<file path="src/rtl/axi_frame_reader.sv">
// Single-outstanding AXI4 read master that fetches a frame of beats starting at
// frame_base and forwards them on an AXI-Stream port, splitting bursts at 4 KB.
module axi_frame_reader #(
  parameter int unsigned addr_width    = 32,
  parameter int unsigned data_width    = 32,
  parameter int unsigned max_burst_len = 16
) (
  input  logic                    clk,
  input  logic                    rst_n,
  input  logic                    blk_start,
  output logic                    blk_idle,
  output logic                    blk_done,
  input  logic [addr_width-1:0]   frame_base,
  input  logic [23:0]             frame_len,
  output logic                    rd_err,
  output logic [addr_width-1:0]   m_axi_araddr,
  output logic [7:0]              m_axi_arlen,
  output logic [1:0]              m_axi_arburst,
  output logic [3:0]              m_axi_arcache,
  output logic                    m_axi_arlock,
  output logic [2:0]              m_axi_arprot,
  output logic [2:0]              m_axi_arsize,
  output logic                    m_axi_arvalid,
  input  logic                    m_axi_arready,
  input  logic [data_width-1:0]   m_axi_rdata,
  input  logic [1:0]              m_axi_rresp,
  input  logic                    m_axi_rlast,
  input  logic                    m_axi_rvalid,
  output logic                    m_axi_rready,
  output logic [data_width-1:0]   m_axis_data,
  output logic [data_width/8-1:0] m_axis_keep,
  output logic                    m_axis_last,
  output logic                    m_axis_valid,
  input  logic                    m_axis_ready
);

  localparam int unsigned BYTES = data_width / 8;
  localparam int unsigned SIZE  = $clog2(BYTES);
  localparam logic [addr_width-1:0] ALIGN_MASK = {addr_width{1'b1}} << SIZE;

  localparam logic [1:0] S_IDLE = 2'd0;
  localparam logic [1:0] S_AR   = 2'd1;
  localparam logic [1:0] S_R    = 2'd2;
  localparam logic [1:0] S_DONE = 2'd3;

  logic [1:0]            state_q, state_d;
  logic [addr_width-1:0] addr_q, addr_d;
  logic [23:0]           remaining_q, remaining_d;
  logic [8:0]            burst_len_q, burst_len_d;
  logic [8:0]            beat_cnt_q, beat_cnt_d;
  logic                  rd_err_q, rd_err_d;

  logic [11:0] page_off;
  logic [12:0] to_boundary;
  logic [24:0] len_w;
  logic [8:0]  next_len;
  logic        in_r;
  logic        r_hs;
  logic        last_beat;
  logic        final_burst;

  if (addr_width >= 12) begin : g_page
    assign page_off = addr_q[11:0];
  end else begin : g_page_small
    assign page_off = 12'(addr_q);
  end

  // Beats left before the next 4 KB page; addr_q is always beat-aligned.
  assign to_boundary = (13'd4096 - {1'b0, page_off}) >> SIZE;

  always_comb begin
    len_w = {1'b0, remaining_q};
    if (len_w > 25'(max_burst_len)) len_w = 25'(max_burst_len);
    if (len_w > 25'(to_boundary))   len_w = 25'(to_boundary);
  end

  assign next_len    = 9'(len_w);
  assign in_r        = (state_q == S_R);
  assign r_hs        = in_r && m_axi_rvalid && m_axis_ready;
  assign last_beat   = ((beat_cnt_q + 9'd1) == burst_len_q);
  assign final_burst = (remaining_q == 24'(burst_len_q));

  always_comb begin
    state_d     = state_q;
    addr_d      = addr_q;
    remaining_d = remaining_q;
    burst_len_d = burst_len_q;
    beat_cnt_d  = beat_cnt_q;
    rd_err_d    = rd_err_q;
    case (state_q)
      S_IDLE: begin
        if (blk_start) begin
          rd_err_d    = 1'b0;
          addr_d      = frame_base & ALIGN_MASK;
          remaining_d = frame_len;
          state_d     = (frame_len != 24'd0) ? S_AR : S_DONE;
        end
      end
      S_AR: begin
        if (m_axi_arready) begin
          burst_len_d = next_len;
          beat_cnt_d  = '0;
          state_d     = S_R;
        end
      end
      S_R: begin
        if (r_hs) begin
          beat_cnt_d = beat_cnt_q + 9'd1;
          if (m_axi_rresp != 2'b00)    rd_err_d = 1'b1;
          if (m_axi_rlast != last_beat) rd_err_d = 1'b1;
          // Burst end follows our own beat count, never rlast.
          if (last_beat) begin
            addr_d      = addr_q + (addr_width'(burst_len_q) << SIZE);
            remaining_d = remaining_q - 24'(burst_len_q);
            state_d     = final_burst ? S_DONE : S_AR;
          end
        end
      end
      default: state_d = S_IDLE;
    endcase
  end

  always_ff @(posedge clk) begin
    if (!rst_n) begin
      state_q     <= S_IDLE;
      addr_q      <= '0;
      remaining_q <= '0;
      burst_len_q <= '0;
      beat_cnt_q  <= '0;
      rd_err_q    <= 1'b0;
    end else begin
      state_q     <= state_d;
      addr_q      <= addr_d;
      remaining_q <= remaining_d;
      burst_len_q <= burst_len_d;
      beat_cnt_q  <= beat_cnt_d;
      rd_err_q    <= rd_err_d;
    end
  end

  assign blk_idle = (state_q == S_IDLE);
  assign blk_done = (state_q == S_DONE);
  assign rd_err   = rd_err_q;

  // AR fields derive only from addr_q/remaining_q, which hold while in AR.
  assign m_axi_araddr  = addr_q;
  assign m_axi_arlen   = 8'(next_len - 9'd1);
  assign m_axi_arvalid = (state_q == S_AR);
  assign m_axi_arburst = 2'b01;
  assign m_axi_arcache = 4'b0011;
  assign m_axi_arlock  = 1'b0;
  assign m_axi_arprot  = 3'b000;
  assign m_axi_arsize  = 3'(SIZE);

  assign m_axi_rready  = in_r && m_axis_ready;
  assign m_axis_data   = m_axi_rdata;
  assign m_axis_keep   = '1;
  assign m_axis_valid  = in_r && m_axi_rvalid;
  assign m_axis_last   = in_r && last_beat && final_burst;

endmodule

</file>
<file path="config.mk">
export PLATFORM = sky130hd
export DESIGN_NAME = axi_frame_reader
export DESIGN_NICKNAME = d
export VERILOG_FILES = /design/src/rtl/axi_frame_reader.sv
export SDC_FILE = /design/constraint.sdc
export NUM_CORES = 1
export LEC_CHECK = 0
export BUFFER_PORTS_ARGS = -buffer_cell sky130_fd_sc_hd__clkbuf_2
export CAP_MARGIN = 20
export CORE_UTILIZATION = 35
export DETAILED_ROUTE_END_ITERATION = 7
export SLEW_MARGIN = 15
export SYNTH_ARGS = -nofsm -noshare
export SYNTH_HDL_FRONTEND = slang
export SYNTH_SLANG_ARGS = --single-unit
</file>
<file path="constraint.sdc">
create_clock -name clk -period 10.41 [get_ports clk]
set_input_delay 1.041 -clock clk [delete_from_list [all_inputs] [get_ports clk]]
set_output_delay 1.041 -clock clk [all_outputs]
set_load 0.01 [all_outputs]
</file>
==> qor.yml, run 1 <==
cts_tree: "done"
place_area_mm2: 0.00677
drc: 0
syn2layout_area_growth_pct: 11.1
wl_per_cell_um: 17.3
hold_depth: 2
grt_use_total_pct: 21.3
dp_hpwl_mm: 14.1
num_io_pins: 193
dieArea_mm2: 0.0187
reg2reg_to: "burst_len_q[0]"
finalPower_w: 0.00104
tightest_slew_ns: 0.957
root_buffer: "clkbuf_16"
clkLatencyLatePin_ns: 0.35
drv_cap: 0
crit_path_end_kind: "output pin"
avgSynthCellArea_um2: 7.46
slew_headroom_pct: 35.8
power.density_mw_per_mm2: 147
async_flop_share_pct: 0
routed_wl_mm: 19.6
synth-seq-cells: 75
wl_met3_mm: 1.12
min_period_ns: 6.78
cp_max_fo: 17
hold_violations: 0
highest_layer: "met4"
tns_ns: 0
clock_sinks: 75
grt_pass1_wl_mm: 30.8
ant_nets: 0
die_h_um: 137
final_nets: 1036
postCtsHoldBufs: 0
viasPerCell: 5.69
cp_cell_sequence: "or4_4 > or4b_4 > nor3_4 > inv_2 > nor2_1 > ha_1 > nor2b_1 > o21a_1 > o21ai_0 > nand2b_1 > a2111o_1 > and2_1 > a21oi_1 > ha_1 > or4b_4 > o21ai_0 > mux2_2 > clkbuf_2"
cp.required_ns: 9.37
antenna_cells: 0
htree_levels: 3
syn_inst: 853
cts.path.max_buffers: 2
ys_types: 71
dr_wl_met2_mm: 8.94
antenna_found_initial: 0
coreArea_mm2: 0.0175
row_count: 48
firstDrtPassIters: 5
rsz0062_at_grt: "no"
start_util_pct: 36.3
drt-initial-drc-count: 462
finalInstanceArea_mm2: 0.00707
ir_drop_mv: 0.0776
outcome: "finished clean"
grt_start_max_net_pins: 73
synth_edf_count: 0
holdWs_ns: 0.500
cpPeakStageDelay_ns: 0.64
m1WireLength_mm: 9.28
cts_resized: 0
critPathArrivalTime_ns: 5.74
finalCritPeriodShare_pct: 65.1
postCtsSetupBuffers: 0
reg2reg_depth: 13
place.gp.congestion: 0.917
vias: 6451
fin_skew_ns: 0.00649
portBuffers: 107
yosysWarnings: 0
crit_type: "reg2out"
netlist_area_mm2: 0.00636
dieWidth_um: 137
drive_gt1_share_pct: 16.1
clock.fmax_mhz: 148
crit_slowest_cell: "a2111o_1"
r2r_slack_ns: 6.08
startpoint_type: "flip-flop"
grt_pass1_vias: 5653
seq_area_frac_synth_pct: 23.6
overflow: 0
min_to: "beat_cnt_q[8]"
min_from: "beat_cnt_q[8]"
hold_class: "reg2reg"
final-max-slew-violation-count: 0
path_clk_slew_ns: 0.06
ys_dominant_reg_cell: "dfxtp_1"
power_leakage_nw: 2.98
numCtsBuffers: 9
timing.rr.start: "remaining_q[13]"
setup_violations: 0
[where the power goes]
group	total, W	switching, W	leakage, nW	internal (W)
Combinational	0.000372	0.000224	2.22	0.000149
Sequential	0.000347	0.0000362	0.616	0.000311
Clock	0.000323	0.000125	0.146	0.000197
[how the worst max path moves through the flow]
| stage | slack, ns | depth (start not counted) | to | start |
|---|---|---|---|---|
| CTS | 3.64 | 19 | m_axi_arlen[6] | remaining_q[13] |
| global route | 3.31 | 18 | m_axi_arlen[4] | remaining_q[13] |
| finish | 3.63 | 18 | m_axi_arlen[4] | remaining_q[13] |
| detailed placement | 4.06 | 19 | m_axi_arlen[6] | remaining_q[13] |
| global placement | 4.07 | 18 | m_axi_arlen[4] | remaining_q[13] |
| floorplan | 4.62 | 18 | m_axi_arlen[4] | remaining_q[13] |
[state kept, by name, indices dropped and copies added, names as in the netlist]
| signal | count |
|---|---|
| rd_err | 1 |
| state_q | 2 |
| beat_cnt_q | 9 |
| m_axi_araddr | 30 |
| burst_len_q | 9 |
| remaining_q | 24 |
[cell usage in the layout (no fill, tap or decap), types with 13 or more instances in the layout]
cell type,instances
nand3_1,22
o21ai_0,57
a31oi_1,13
dfxtp_1,75
a211oi_1,19
conb_1,25
a21oi_1,59
inv_1,27
ha_1,33
o211ai_1,15
xnor2_1,15
clkbuf_2,107
nor4_1,16
nor3_1,28
o21a_1,16
xor2_1,15
nor2_1,86
nand2_1,72
[layout make-up]
class / count / area, µm²
fill: 1858 / 10500
multi-input combinational: 676 / 4290
sequential: 75 / 1500
timing repair buffer: 114 / 588
tap: 225 / 282
clock buffer: 13 / 260
inverter: 28 / 105
clock inverter: 2 / 35.0
[worst max-delay path: cells and delay by family (launching register included)]
kind                       cells  cell delay [ns]
buffers and inverters          2             0.25
adders and majority gates      2             0.54
AOI/OAI and AO/OA              5             1.28
and+or+nand+nor                8             2.75
muxes                          1             0.17
DFF                            1             0.36
[Yosys cell counts (all sizes together) (16+ instances only)]
cell    instances  area, µm²
a211oi         20        155
a21oi          60        304
buf            61        433
clkbuf         36        136
dfxtp          75       1500
ha             33        413
inv            28        105
nand2          72        270
nand3          22        110
nor2           87        327
nor3           29        156
nor4           16        100
o21a           16        120
o21ai          60        300
[routing by layer]
metal / vias to the layer above / global-route usage (%)
met4: 0 / 4.95
met3: 15 / 4.70
met2: 194 / 32.8
met5: - / 0
li1: 3192 / -
met1: 3050 / 30.0
[stage by stage]
step	setup WS (ns)	utilization, %	cells
after floorplan	4.62	-	876
after CTS	3.64	40.3	1133
after detailed placement	4.06	38.6	1118
after global placement	4.07	38.6	1118
final	3.63	40.3	1133
after global routing	3.31	40.3	1133
[cells by family (layout without fill, tap and decap cells)]
| family | after synthesis | after routing | synth area share [%] |
|---|---|---|---|
| other | 2 | 25 | 0.118 |
| adder cells (fa/ha/maj) | 35 | 35 | 7.12 |
| XOR/XNOR | 30 | 30 | 4.13 |
| buffers and inverters | 125 | 157 | 10.6 |
| AND/OR/NAND/NOR | 314 | 314 | 25.1 |
| AO/OA/AOI/OAI | 265 | 265 | 28.2 |
| flip-flops | 75 | 75 | 23.6 |
| multiplexers | 7 | 7 | 1.12 |
(Power assumes the default switching activity.)
==> inputs of run 2 (changes only) <==
==> constraint.sdc (replaced) <==
create_clock -name clk -period 5.5 [get_ports clk]
set_input_delay 0.55 -clock clk [delete_from_list [all_inputs] [get_ports clk]]
set_output_delay 0.55 -clock clk [all_outputs]
set_load 0.01 [all_outputs]
==> qor.yml, run 2 (same netlist as run 1, synthesis figures left out) <==
clock.fmax_mhz: 183
setup_violations: 0
power_leakage_nw: 3.09
drive_gt1_share_pct: 19.2
firstDrtPassIters: 5
min_period_ns: 5.47
antenna_cells: 0
outcome: "finished clean"
dp_hpwl_mm: 14.4
hold_class: "in2reg"
register_area_mm2: 0.00151
viasPerCell: 5.69
vias: 6546
drc: 0
antenna_found_initial: 0
final_common_cell: "clkbuf_2"
place_area_mm2: 0.00684
reg2reg_depth: 14
wl_per_cell_um: 17.4
tightest_slew_ns: 1.08
clock_sinks: 75
num_io_pins: 193
crit_path_end_kind: "output pin"
power.internal_w: 0.00134
timing.rr.start: "remaining_q[14]"
grt_pass1_wl_mm: 31.2
slew_headroom_pct: 28.0
numCtsBuffers: 9
sw_frac_of_total_pct: 36.1
pwr-share-seq_pct: 31.3
coreArea_mm2: 0.0175
finalCritPeriodShare_pct: 99.4
layout.cells.most_common_list: "105 x clkbuf_2, 85 x nor2_1, 73 x dfxtp_1"
root_buffer: "clkbuf_16"
crit_type: "reg2out"
path_clk_slew_ns: 0.06
grt_use_total_pct: 21.6
die_h_um: 137
final_nets: 1053
p_comb_share_pct: 36.9
grt_pass1_vias: 5779
cts_tree: "done"
clkLatencyLatePin_ns: 0.35
routed_wl_mm: 20.0
power.density_mw_per_mm2: 286
cts.path.max_buffers: 2
fin_skew_ns: 0.00848
finalInstanceArea_mm2: 0.00731
cp_max_fo: 5
startpoint_type: "flip-flop"
syn2layout_area_growth_pct: 15.0
overflow: 0
nFillCells: 1831
dieArea_mm2: 0.0187
crit_path_start: "remaining_q[14]"
drt-initial-drc-count: 578
portBuffers: 107
cp.required_ns: 4.95
start_util_pct: 36.3
htree_levels: 3
ir_drop_mv: 0.175
reg2reg_to: "burst_len_q[0]"
netSwitchingPower_w: 0.000754
r2r_slack_ns: 1.57
grt_start_max_net_pins: 73
hold_violations: 0
ant_nets: 0
finalPower_w: 0.00209
endpoint: "m_axi_arlen[4]"
dieWidth_um: 137
critPathArrivalTime_ns: 4.92
drv_cap: 0
multi_input_area_mm2: 0.00437
final-max-slew-violation-count: 0
largest_reg_flops: 30
row_count: 48
clockPowerShare_pct: 31.8
place.gp.congestion: 0.929
[run 2: worst min-delay path by stage]
stage / endpoint / from / slack, ns / depth (start not counted)
floorplan: remaining_q[10] / remaining_q[10] / 0.46 / 2
global placement: remaining_q[10] / remaining_q[10] / 0.49 / 2
detailed placement: beat_cnt_q[8] / beat_cnt_q[8] / 0.50 / 2
CTS: m_axi_araddr[8] / frame_base[8] / 0.45 / 3
global route: m_axi_araddr[17] / frame_base[17] / 0.46 / 3
finish: m_axi_araddr[8] / frame_base[8] / 0.45 / 3
[run 2: layer usage]
| layer | part of all wire, % | track usage (%) |
|---|---|---|
| met3 | 6.8 | 4.67 |
| met4 | 1.7 | 5.80 |
| met2 | 46 | 33.9 |
| met5 | 0 | 0 |
| met1 | 46 | 29.7 |
[run 2: worst max-delay path, stage by stage, from the launching register on]
cell	delay, ns
dfxtp_2	0.33
or4_4	0.52
or4b_4	0.59
nor3_4	0.28
inv_2	0.09
nor2_4	0.16
ha_4	0.22
nor2b_1	0.13
o21a_1	0.17
o21ai_1	0.15
nand2b_1	0.08
a2111o_1	0.49
and2_4	0.19
a21oi_4	0.15
ha_2	0.22
or4b_4	0.48
o21ai_2	0.07
mux2_4	0.16
buf_6	0.09
[run 2: area by class of cell]
cell class              instances  area share, %
clock inverters                 4          0.992
flip-flops and latches         75           20.6
inverters                      28           1.44
repair buffers                131           9.92
clock buffers                  12           3.51
well taps                     225           3.85
multi-input cells             676           59.7
[run 2: power groups by stage]
stage                     Clock (W)  Combinational, W  Sequential (W)
after floorplan                   0          0.000534        0.000649
after global placement            0          0.000710        0.000665
after detailed placement          0          0.000712        0.000665
after CTS                  0.000677          0.000720        0.000653
after global routing       0.000703          0.000852        0.000662
final                      0.000666          0.000772        0.000654
[run 2: what timing repair did]
| item | CTS | global route |
|---|---|---|
| setup endpoints to repair | 2 | 2 |
| resized for setup | 2 | 22 |
| pin swaps | 3 | 8 |
| buffers inserted | 1 | 7 |
| hold buffers | 0 | 0 |
[run 2: through the flow]
step	instances	hold slack (ns)	utilization, %	worst slack [ns]	setup TNS, ns
after floorplan	876	0.459	-	0.205	0
after detailed placement	1127	0.499	39.0	0.254	0
final	1151	0.450	41.7	0.0318	0
after CTS	1144	0.451	40.9	0.0371	0
after global routing	1151	0.456	41.7	-0.112	-0.308
after global placement	1127	0.490	39.0	0.305	0
==> inputs of run 3 (changes only) <==
--- a/config.mk
+++ b/config.mk
@@ -7,8 +7,9 @@
 export LEC_CHECK = 0
 export BUFFER_PORTS_ARGS = -buffer_cell sky130_fd_sc_hd__clkbuf_2
 export CAP_MARGIN = 20
-export CORE_UTILIZATION = 35
+export CORE_UTILIZATION = 40
 export DETAILED_ROUTE_END_ITERATION = 7
+export PLACE_DENSITY_LB_ADDON = 0.25
 export SLEW_MARGIN = 15
 export SYNTH_ARGS = -nofsm -noshare
 export SYNTH_HDL_FRONTEND = slang
==> qor.yml, run 3 (same netlist as run 1, synthesis figures left out) <==
clock_sinks: 75
start_util_pct: 41.4
vias: 6568
fin_skew_ns: 0.00908
final_nets: 1051
syn2layout_area_growth_pct: 13.5
viasPerCell: 5.79
use_met2_pct: 37.7
min_from: "frame_len[7]"
setup_ws_ns: 0.0702
cp_max_fo: 5
finalPower_w: 0.00199
use_met1_pct: 32.4
cts_tree: "done"
timing.rr.start: "remaining_q[14]"
reg2reg_to: "burst_len_q[0]"
critPathMostFrequentCell: "or4b_4"
nFillCells: 1540
dp_hpwl_mm: 13.9
finalInstanceArea_mm2: 0.00722
place.gp.congestion: 0.938
slew_headroom_pct: 26.9
power_leakage_nw: 3.06
hold_violations: 0
largest_reg_flops: 30
crit_slowest_cell: "or4b_4"
grt_use_total_pct: 23.9
num_io_pins: 193
finalCritPeriodShare_pct: 98.7
antenna_found_initial: 0
portBuffers: 107
overflow: 0
hold_class: "in2reg"
crit_path_start: "remaining_q[14]"
grt_start_max_net_pins: 73
ir_drop_mv: 0.164
cp.required_ns: 4.95
startpoint_type: "flip-flop"
holdWs_ns: 0.461
path_clk_slew_ns: 0.06
drv_cap: 0
grt_pass1_wl_mm: 30.8
clock.fmax_mhz: 184
hold_depth: 3
row_count: 45
outcome: "finished clean"
coreArea_mm2: 0.0154
tightest_slew_ns: 1.09
routed_wl_mm: 19.5
tns_ns: 0
grt_util_met3_pct: 5.01
drt-initial-drc-count: 601
antenna_cells: 0
ant_nets: 0
cts.path.max_buffers: 2
dieArea_mm2: 0.0164
firstDrtPassIters: 5
critPathArrivalTime_ns: 4.88
htree_levels: 3
min_to: "remaining_q[7]"
power.density_mw_per_mm2: 276
postCtsHoldBufs: 0
wl_per_cell_um: 17.2
cpPeakStageDelay_ns: 0.59
root_buffer: "clkbuf_16"
drive_gt1_share_pct: 18.7
busiest_layer: "met2"
crit_type: "reg2out"
preCtsSetupSlack_ns: 0.263
r2r_slack_ns: 1.50
reg2reg_depth: 15
clkLatencyLatePin_ns: 0.35
final-max-slew-violation-count: 0
min_period_ns: 5.43
drc: 0
cp_cell_sequence: "or4_4 > or4b_4 > nor3_4 > inv_2 > nor2_4 > ha_1 > nor2b_1 > o21a_1 > o21ai_1 > nand2b_1 > a2111o_1 > nand2_2 > mux2i_2 > ha_4 > or4b_4 > o21ai_2 > mux2_4 > buf_6"
place_area_mm2: 0.00681
layout.cells.most_common_list: "106 x clkbuf_2, 85 x nor2_1, 73 x dfxtp_1"
final_common_cell: "clkbuf_2"
die_h_um: 128
numCtsBuffers: 9
grt_pass1_vias: 5908
setup_violations: 0
crit_path_end_kind: "output pin"
dieWidth_um: 128
-- run 3: changes by cell type in the layout (fill, tap and decap cells not counted), sizes merged --
cell / delta
buf: -3
clkbuf: +2
bufinv: -2
clkinvlp: -1
clkinv: +1
-- run 3: per-layer routing --
| layer | wire, µm | part of all wire [%] |
|---|---|---|
| met1 | 8940 | 46 |
| met2 | 8830 | 45 |
| met3 | 1300 | 6.7 |
| met4 | 436 | 2.2 |
| met5 | 0 | 0 |
-- run 3: worst max path at each step --
stage	to	depth (start not counted)
global placement	m_axi_arlen[4]	18
global route	m_axi_arlen[4]	18
CTS	m_axi_arlen[4]	18
floorplan	m_axi_arlen[4]	18
finish	m_axi_arlen[4]	18
detailed placement	m_axi_arlen[4]	18
-- run 3: worst max-delay path: cells and delay by family (launching register included) --
kind                       cells  cell delay (ns)
DFF                            1             0.33
buffers and inverters          2             0.17
adders and majority gates      2             0.44
muxes                          2             0.42
and+or+nand+nor                8             2.30
AOI/OAI and AO/OA              4             0.87
-- run 3: power breakdown --
part           leakage (nW)  total [W]  internal, W  switching, W
Clock                 0.141   0.000577     0.000339      0.000238
Combinational          2.31   0.000760     0.000323      0.000437
Sequential            0.617   0.000656     0.000588     0.0000686
-- run 3: final cells by class --
cell class	instances	area, µm²	share of cell area, %
Tap cell	211	264	3.66
Clock inverter	2	10.0	0.139
Sequential cell	75	1510	20.9
Timing Repair Buffer	129	711	9.85
Inverter	28	105	1.46
Clock buffer	13	270	3.75
Multi-Input combinational cell	676	4350	60.3
-- run 3: what timing repair did --
action	4_1_cts	5_1_grt
endpoints found under the setup margin	2	2
pin swaps	3	7
buffers inserted	1	6
gates resized for setup	2	19
-- run 3: per-stage QoR --
step / std cells / utilization, %
final: 1134 / 46.9
after detailed placement: 1112 / 44.3
after global placement: 1112 / 44.3
after global routing: 1134 / 46.9
after floorplan: 876 / -
after CTS: 1128 / 46.2
